[config.mk]
export PLATFORM = sky130hd
export DESIGN_NAME = seg_timer_ctrl
export DESIGN_NICKNAME = d
export VERILOG_FILES = /design/src/rtl/seg_timer_ctrl.sv
export SDC_FILE = /design/constraint.sdc
export NUM_CORES = 1
export LEC_CHECK = 0
export CORE_ASPECT_RATIO = 2
export CORE_MARGIN = 2
export CORE_UTILIZATION = 51
export DETAILED_ROUTE_END_ITERATION = 8
export PLACE_DENSITY_LB_ADDON = 0.3
export SLEW_MARGIN = 20
export SYNTH_ARGS = -nofsm -noshare
export SYNTH_HDL_FRONTEND = slang
export SYNTH_SLANG_ARGS = --single-unit
export TNS_END_PERCENT = 100
[constraint.sdc]
create_clock -name clk -period 2.8 [get_ports clk]
set_input_delay 0.42 -clock clk [delete_from_list [all_inputs] [get_ports clk]]
set_output_delay 0.42 -clock clk [all_outputs]
set_load 0.05 [all_outputs]
[src/rtl/seg_timer_ctrl.sv]
// Two-digit BCD up/down seconds timer with run/pause/clear/preset control.
// Ports: clk, rst_n, start_pulse, clear_pulse, dir, load_en, load_tens,
//   load_units in; seg_data_1 (tens), seg_data_2 (units), seg_blank,
//   running, done out. TICK_DIV clk cycles per count tick.
module seg_timer_ctrl #(
  parameter int unsigned TICK_DIV = 12000000
) (
  input  logic       clk,
  input  logic       rst_n,
  input  logic       start_pulse,
  input  logic       clear_pulse,
  input  logic       dir,
  input  logic       load_en,
  input  logic [3:0] load_tens,
  input  logic [3:0] load_units,
  output logic [3:0] seg_data_1,
  output logic [3:0] seg_data_2,
  output logic       seg_blank,
  output logic       running,
  output logic       done
);

  localparam logic [23:0] PMAX = 24'(TICK_DIV - 1);

  typedef enum logic [1:0] {
    IDLE,
    RUN,
    PAUSE,
    DONE
  } state_t;

  state_t      state_q, state_d;
  logic [3:0]  tens_q, tens_d;
  logic [3:0]  units_q, units_d;
  logic [23:0] presc_q, presc_d;
  logic        dir_q, dir_d;
  logic        blank_q, blank_d;
  logic        running_q, done_q;

  logic        tick;
  logic [23:0] presc_nx;
  logic [3:0]  step_t, step_u;
  logic        last;
  logic        at_top, at_bot;

  always_comb begin
    tick     = (presc_q == PMAX);
    presc_nx = tick ? 24'd0 : presc_q + 24'd1;
    at_top   = (tens_q == 4'd9) && (units_q == 4'd9);
    at_bot   = (tens_q == 4'd0) && (units_q == 4'd0);
    step_t   = tens_q;
    step_u   = units_q;
    if (dir_q) begin
      if (units_q == 4'd0) begin
        step_u = 4'd9;
        step_t = tens_q - 4'd1;
      end else begin
        step_u = units_q - 4'd1;
      end
      last = (tens_q == 4'd0) && (units_q == 4'd1);
    end else begin
      if (units_q == 4'd9) begin
        step_u = 4'd0;
        step_t = tens_q + 4'd1;
      end else begin
        step_u = units_q + 4'd1;
      end
      last = (tens_q == 4'd9) && (units_q == 4'd8);
    end
  end

  always_comb begin
    state_d = state_q;
    tens_d  = tens_q;
    units_d = units_q;
    presc_d = presc_q;
    dir_d   = dir_q;
    blank_d = blank_q;
    if (clear_pulse) begin
      state_d = IDLE;
      tens_d  = 4'd0;
      units_d = 4'd0;
      presc_d = 24'd0;
      blank_d = 1'b0;
    end else if (load_en && state_q == IDLE) begin
      tens_d  = (load_tens > 4'd9) ? 4'd9 : load_tens;
      units_d = (load_units > 4'd9) ? 4'd9 : load_units;
    end else begin
      case (state_q)
        IDLE: begin
          if (start_pulse) begin
            dir_d   = dir;
            presc_d = 24'd0;
            state_d = (dir ? at_bot : at_top) ? DONE : RUN;
          end
        end
        RUN: begin
          presc_d = presc_nx;
          // A tick that lands on the terminal value wins over a pause request.
          if (tick) begin
            tens_d  = step_t;
            units_d = step_u;
          end
          if (tick && last) state_d = DONE;
          else if (start_pulse) state_d = PAUSE;
        end
        PAUSE: begin
          if (start_pulse) state_d = RUN;
        end
        DONE: begin
          presc_d = presc_nx;
          if (tick) blank_d = ~blank_q;
        end
        default: state_d = IDLE;
      endcase
    end
  end

  always_ff @(posedge clk or negedge rst_n) begin
    if (!rst_n) begin
      state_q   <= IDLE;
      tens_q    <= 4'd0;
      units_q   <= 4'd0;
      presc_q   <= 24'd0;
      dir_q     <= 1'b0;
      blank_q   <= 1'b0;
      running_q <= 1'b0;
      done_q    <= 1'b0;
    end else begin
      state_q   <= state_d;
      tens_q    <= tens_d;
      units_q   <= units_d;
      presc_q   <= presc_d;
      dir_q     <= dir_d;
      blank_q   <= blank_d;
      running_q <= (state_d == RUN);
      done_q    <= (state_d == DONE);
    end
  end

  assign seg_data_1 = tens_q;
  assign seg_data_2 = units_q;
  assign seg_blank  = blank_q;
  assign running    = running_q;
  assign done       = done_q;

endmodule

After elaboration in Yosys (flattened, before gate mapping) --
Index checks and enable logic that the tools add are counted. W data, S select, Z words.
Operators by class: $add $sub $neg 5, magnitude comparators 2, eq/ne operators 13, muxes and demuxes 35, bitwise logic cells 3, reductions and logical operators 21
Operators by type and width (count):
- $mux W24 | 4
- $mux W4 | 16
- $pmux W24 S2 | 1
- $add A24 B1 Y24 const B | 1
- $eq A24 B24 Y1 const B | 1
- $mux W2 | 7
- $eq A4 B4 Y1 const B | 3
- $reduce_bool A3 Y1 | 3
- $add A4 B1 Y4 const B | 2
- $gt A4 B4 Y1 const B | 2
- $logic_not A4 Y1 | 2
- $reduce_and A4 Y1 | 2
- $sub A4 B1 Y4 const B | 2
- $eq A2 B2 Y1 const B | 3
- $logic_and A1 B1 Y1 | 6
- $mux W1 | 6
- $pmux W2 S3 | 1
- $reduce_and A3 Y1 | 2
- $eq A2 B1 Y1 const B | 2
- $eq A4 B1 Y1 const B | 1
- $ne A4 B2 Y1 const B | 1
- $reduce_bool A2 Y1 | 2
- $reduce_bool A4 Y1 | 1
- $ne A3 B3 Y1 const B | 1
- 5 further kinds | 7
Word-level totals: register bits 38, bits of input ports 14, output and inout bits 11, logic and storage cells 87

Longest topological paths before layout --
Gate-level depths: netlist (run 1).
depth in word-level cells 9, mapped depth 7, depth with buffers taken out 7

Worst setup path before layout (run 1) --
OpenSTA, ideal clock, no wires.
path type flip-flop to flip-flop, from reg units_q[0] (netlist: seg_data_2[0]), to reg tens_q[3] (netlist: seg_data_1[3]), setup time 0.153 ns, data arrival time 2.013 ns, slack 0.635 ns, stages on the path, launching flop included 8, cell sequence dfrtp_1 -> inv_1 -> ha_1 -> nor3b_2 -> mux2i_1 -> nor4_2 -> mux2i_1 -> o311ai_0
On the way: word-level cells in the longest chain between the ends 3, elaborated cells between the ends (all ways) 5, those cells by class 2 x eq/ne; 3 x reduce/logical
Ends and longest elaborated chain:
- start: declaration | line 34 | logic [3:0] units_q, units_d;
- start signal: assignment | line 132 | units_q <= units_d;
- $logic_not A4 Y1 or $eq A4 B4 Y1 (tied branches) | line 54, 62
- $ne A4 B2 Y1 (no line) or $reduce_bool A4 Y1 (tied branches)
- $reduce_and A4 Y1 (no line) *
- end signal: assignment | line 131 | tens_q <= tens_d;
- end: declaration | line 33 | logic [3:0] tens_q, tens_d;
Mark *: on every way between the ends. The rest lies on a longest branch, timed or not. A chain may end at the register's enable or synchronous reset.

Final worst setup path (run 1) --
from reg units_q[1] (netlist: seg_data_2[1]), to reg running_q (netlist: running)
On the way: word-level cells in the longest chain between the ends 9, elaborated cells between the ends (all ways) 18, those cells by class 4 x eq/ne; 8 x mux; 6 x reduce/logical
Ends and longest elaborated chain:
- $eq A4 B4 Y1, or another cell as far along | line 49 | at_top = (tens_q == 4'd9) && (units_q == 4'd9);
- $logic_and A1 B1 Y1, on equally long branches
- $mux W1, on equally long branches | line 94, 53
- $mux W2 or $logic_and A1 B1 Y1 (tied branches) | line 94, 104
- $mux W2, on equally long branches | line 91, 104
- $pmux W2 S3 * | line 89 | case (state_q)
- $mux W2 * | line 85 | end else if (load_en && state_q == IDLE) begin
- $mux W2 * | line 79 | if (clear_pulse) begin
- $eq A2 B1 Y1 * | line 136 | running_q <= (state_d == RUN);
- end signal: assignment | line 136
- end: declaration | line 38 | logic running_q, done_q;
Marks and branches as above.

==> flow_summary.ini, run 1 <==
[cts]
hold_buffers = 0
clk_pin_slew_ps = 80
cts_made_buffers = 5
h-tree-depth = 2
post-cts-setup-buffers = 0
cts_sinks = 38
cts_repair_resize_count = 0
root_buffer = clkbuf_8
cts_tree = done
clk_latency_ps = 300
clockBufferDepth = 2

[synth]
synth_top_area_frac = 0.3718
synth_edf_count = 0
synth_cell_types = 59
yosys.area_share.adder = 0.04697
synthArstFlopShare = 1.000
synth_nets = 296
synthMuxAreaShare = 0.03180
syn-cell-area_sq_um = 2557
synth_area_per_cell_sq_um = 9.368
synth_compound_area_frac = 0.1106
synthesis.instances = 273
synth_common_cells = 38 x dfrtp_1, 36 x nor2_1, 24 x xnor2_1
synth_top_area_cell = dfrtp_1
yosys.area_share.simple = 0.3087
synth_top_family_by_area = simple AND/OR/NAND/NOR gates
seq_area_frac_synth = 0.3718
synth_seq_cells = 38
ys_top_cells_by_area = dfrtp_1 37%, xnor2_1 8.2%, nor2_1 5.3%
synth.most_common_cell = dfrtp_1
ys.flop_type = dfrtp_1
synth-xor-area-share = 0.08219
yosys_warnings = 0

[global_route]
grt_overflow = 0
grt_pass1_wl_microns = 10120
met2_usage = 0.4225
met3_usage = 0.04310
grt_max_degree = 39
grt.busiest_layer = met2
grt_pass1_vias = 2183
antenna_found_initial = 0
grt_usage = 0.2413
use_met1 = 0.2392

[floorplanning]
dieArea_sq_um = 5632
io_pins = 25
dieWidth_microns = 54.08
start_util = 0.5257
die_h_microns = 104.1
rows = 36
core_sq_um = 4865

[critical_path]
rr_endpoint = running
critical_path.max_stage_delay_ps = 470
worstSetupPathType = register to register
rr_worst_depth = 7
reg2reg_slack_ps = 600
cp.required_ps = 2970
slowest_stage = dfrtp_1
worst_setup_path_start_kind = register
end_kind = register
cp_cell_sequence = inv_1, ha_1, and3b_1, nand4b_1, a2111oi_0, a221oi_1, nor2b_1
regToRegStartpoint = seg_data_2[1]
crit_fanout = 8
crit_arrival_ps = 2370

[power]
p_clk_frac = 0.338
intPower_w = 0.0009450
power_density_nw_per_um2 = 459.7
irDropWorstVdd_mv = 0.4878
power.leakage_nw = 1.111
p_sw_w = 0.0004050
combPwrFrac = 0.214
pwr-share-seq = 0.448
switching_share = 0.3000

[timing]
skew_ps = 4.862
fmax_mhz = 454.7
hold_viol = 0
grt_setup_unrepaired = false
setup_violations = 0
post-route-min-period_ps = 2199
fin_setup_tns_ps = 0
worstMarginPinSlew_ps = 863.3
fin_crit_sh = 0.7854
drv_slew = 0
max_slew_margin = 0.4245

[outcome]
outcome = finished clean

[route]
drt-vias-per-instance = 5.986
drcViolationCount = 0
drtIter0Drc = 28
drtAntennaViolNets = 0
wl_per_cell_microns = 17.38
first_pass_iters = 4
vias = 2107
wirelength_microns = 6119

[placement]
hpwlAfterDp_microns = 4653
routabilityCongestion = 0.9074
portBuffers = 24
placed_area_sq_um = 2828

[finish]
drive_gt1_frac = 0.1186
num-fill-cells = 444
area_growth_pct = 14.82
final_cell_area_sq_um = 2937
nets = 317
n_antenna_cell = 0

[min_path]
hp-class = input port to asynchronous set/reset pin

[flow_run]
max_cap_viol_count = 0
[flip-flops by register name, indices dropped and copies added, names as in the netlist]
| name | count |
|---|---|
| presc_q | 24 |
| seg_data_1 | 4 |
| seg_data_2 | 4 |
| state_q | 2 |
| dir_q | 1 |
| done | 1 |
| running | 1 |
| seg_blank | 1 |
[stage by stage]
stage | utilization | hold WS, ps | setup WS [ps] | instances | total power (W)
floorplan | - | 124.4 | 634.8 | 273 | 0.0008007
global placement | 0.5813 | 507.9 | 539.0 | 344 | 0.0008984
detailed placement | 0.5813 | 528.7 | 486.2 | 344 | 0.0009054
CTS | 0.6037 | 263.8 | 621.0 | 352 | 0.001363
global route | 0.6037 | 299.6 | 410.8 | 352 | 0.001418
finish | 0.6037 | 234.7 | 600.8 | 352 | 0.001350
[power groups by stage]
| stage | Combinational, W | Clock [W] | Sequential, W |
|---|---|---|---|
| global placement | 0.000284 | 0 | 0.000614 |
| finish | 0.000289 | 0.000456 | 0.000605 |
| detailed placement | 0.000290 | 0 | 0.000615 |
| global route | 0.000320 | 0.000490 | 0.000608 |
| CTS | 0.000291 | 0.000467 | 0.000604 |
| floorplan | 0.000164 | 0 | 0.000636 |
[critical path, delay by kind of cell, from the launching register on]
family	cells	cell delay, ps
buf+inv	1	140
compound gates	2	660
fa+ha+maj	1	220
simple gates	3	580
flops	1	470
[final cells by class]
type	count	area (sq um)	area share
well taps	57	71.32	0.02429
flip-flops and latches	38	950.9	0.3238
multi-input cells	206	1484	0.5053
inverters	15	56.30	0.01917
repair buffers	28	265.3	0.09033
clock buffers	5	68.82	0.02343
clock inverters	3	40.04	0.01363
[cell usage in the layout (no fill, tap or decap), types with 3 or more instances in the layout]
cell / count
inv_1: 14
ha_1: 8
nor2_1: 36
nand4_1: 6
nor4b_1: 4
nor4_2: 4
xnor2_1: 24
a21oi_1: 5
clkbuf_8: 5
clkdlybuf4s50_1: 23
nor3_1: 16
buf_4: 4
mux2i_1: 7
and4_1: 3
dfrtp_1: 38
nand2_1: 14
nor3b_1: 4
nor4_1: 4
and3_1: 5
nor3_2: 3
nand3_1: 7
o21ai_0: 9
[per-layer routing]
layer / routed length (microns) / up-vias / part of all wire
met2: 3360 / 44 / 0.55
met4: 384 / 0 / 0.063
met1: 2199 / 1013 / 0.36
li1: - / 1021 / -
met3: 175 / 29 / 0.029
met5: 0 / - / 0
[worst max path at each step]
stage	start	to	slack (ps)
after floorplan	seg_data_2[0]	seg_data_1[3]	630
final	seg_data_2[1]	running	600
after detailed placement	start_pulse	presc_q[22]	490
after CTS	seg_data_2[1]	running	620
after global routing	seg_data_2[1]	seg_data_1[3]	410
after global placement	start_pulse	presc_q[22]	540
[cell families (layout without fill, tap and decap cells)]
kind of cell             count (synthesis)  in the layout
AND/OR/NAND/NOR                        127            127
AO/OA/AOI/OAI                           38             38
flip-flops                              38             38
buffers and inverters                   29             51
XOR/XNOR                                24             24
adder cells (fa/ha/maj)                  9              9
multiplexers                             8              8
No activity file was read; power rests on OpenSTA's default activity.
==> inputs of run 2 (changes only) <==
==> constraint.sdc (replaced) <==
create_clock -name clk -period 1.9 [get_ports clk]
set_input_delay 0.285 -clock clk [delete_from_list [all_inputs] [get_ports clk]]
set_output_delay 0.285 -clock clk [all_outputs]
set_load 0.05 [all_outputs]
==> flow_summary.ini, run 2 (same netlist as run 1, synthesis figures left out) <==
[outcome]
outcome = finished clean

[power]
switching_share = 0.3293
total_power_w = 0.002042
power.leakage_nw = 1.416
power_density_nw_per_um2 = 589.6
p_sw_w = 0.0006724
intPower_w = 0.001370
pwr-share-seq = 0.431
combPwrFrac = 0.292
irDropWorstVdd_mv = 0.5135
p_clk_frac = 0.278

[route]
drcViolationCount = 0
drtAntennaViolNets = 0
vias = 2416
drtIter0Drc = 39
wirelength_microns = 7169
first_pass_iters = 4
wl_per_cell_microns = 17.61
drt-vias-per-instance = 5.936

[cts]
root_buffer = clkbuf_8
h-tree-depth = 2
clockBufferDepth = 2
clk_pin_slew_ps = 80
cts_sinks = 38
cts_tree = done
cts_made_buffers = 5
clk_latency_ps = 310

[floorplanning]
dieArea_sq_um = 5632
io_pins = 25
die_h_microns = 104.1
rows = 36
dieWidth_microns = 54.08
start_util = 0.5257
core_sq_um = 4865

[global_route]
grt_pass1_vias = 2452
antenna_found_initial = 0
grt_pass1_wl_microns = 11320
grt_overflow = 0
grt_usage = 0.2765
grt_max_degree = 26

[critical_path]
crit_arrival_ps = 2080
regToRegStartpoint = seg_data_2[0]
worst_setup_path_start_kind = register
path_buf_inv = 2
crit_start = seg_data_2[0]
rr_worst_depth = 8
rr_endpoint = running
crit_end = running
path_delay_family = compound AO/OA/AOI/OAI gates
critical_path.max_stage_delay_ps = 460
reg2reg_slack_ps = 4
end_kind = register
crit_fanout = 4
worstSetupPathType = register to register
cp.required_ps = 2080
cp_cell_sequence = inv_2, ha_4, nor3b_4, buf_6, nand3_4, a2111oi_4, a221oi_2, nor2b_1
slowest_stage = dfrtp_2
cp.depth = 8

[finish]
regMostFlops = presc_q
final_cells = 407
final_common_cell = buf_4
largest_reg_flops = 24
area_growth_pct = 35.42
drive_gt1_frac = 0.3286
n_antenna_cell = 0
nets = 372
final_cell_area_sq_um = 3463
final_cell_mix = 63 x buf_4, 35 x nor2_1, 34 x dfrtp_1

[placement]
placed_area_sq_um = 3199
portBuffers = 24
dp_cells = 390
routabilityCongestion = 0.8977
place_ws_ps = -100.3
hpwlAfterDp_microns = 5335

[timing]
setup_violations = 0
grt_setup_unrepaired = true
hold_viol = 0
fmax_mhz = 527.4
fin_crit_sh = 0.9979
drv_slew = 0
post-route-min-period_ps = 1896
worst_slack_ps = 4.053
fin_setup_tns_ps = 0
worstMarginPinSlew_ps = 610.4
max_slew_margin = 0.5931
skew_ps = 11.32

[flow_run]
max_cap_viol_count = 0

[min_path]
hp-class = input port to asynchronous set/reset pin
==> run 2: through the flow <==
step / utilization / hold slack [ps]
after floorplan: - / -10.59
after global routing: 0.7119 / 573.1
after CTS: 0.6898 / 528.7
final: 0.7119 / 513.2
after global placement: 0.6577 / 333.2
after detailed placement: 0.6577 / 321.6
==> run 2: repair_timing <==
| action | in CTS | in global routing |
|---|---|---|
| endpoints found under the setup margin | 5 | 34 |
| hold endpoints to repair | 21 | 0 |
| hold buffers | 1 | 0 |
| gates resized for setup | 7 | 15 |
| pin swaps | 0 | 6 |
| setup buffers | 3 | 6 |
==> run 2: final cells by class <==
type	instances	area, sq um
inverters	15	56.30
well taps	57	71.32
repair buffers	83	689.4
flip-flops and latches	38	955.9
fillers	369	1401
multi-input cells	206	1607
clock buffers	7	76.32
clock inverters	1	7.507
==> run 2: worst min path at each step <==
| stage | from | endpoint | cells past startpoint |
|---|---|---|---|
| 6_report | rst_n | done | 2 |
| 5_1_grt | presc_q[18] | presc_q[18] | 2 |
| 2_1_floorplan | rst_n | dir_q | 0 |
| 3_5_place_dp | rst_n | done | 1 |
| 4_1_cts | rst_n | seg_data_1[1] | 2 |
| 3_3_place_gp | rst_n | running | 1 |
==> run 2: worst register-to-register path, delay by kind of cell, from the launching register on <==
kind	cells	cell delay [ps]
AND/OR/NAND/NOR	3	430
AO/OA/AOI/OAI	2	480
buffers and inverters	2	260
adder cells (fa/ha/maj)	1	140
flip-flops	1	460
==> run 2: power groups by stage <==
stage               Combinational (W)  Clock, W  Sequential [W]
floorplan                    0.000253         0        0.000941
global placement             0.000529         0        0.000890
detailed placement           0.000540         0        0.000891
CTS                          0.000570  0.000576        0.000876
global route                 0.000641  0.000605        0.000882
finish                       0.000596  0.000567        0.000879
==> run 2: layer usage <==
metal / routed length [microns] / vias up / global-route usage
met3: 164 / 25 / 0.04885
met1: 2424 / 1208 / 0.2694
li1: - / 1131 / -
met5: 0 / - / 0
met4: 365 / 0 / 0.1750
met2: 4214 / 52 / 0.4922
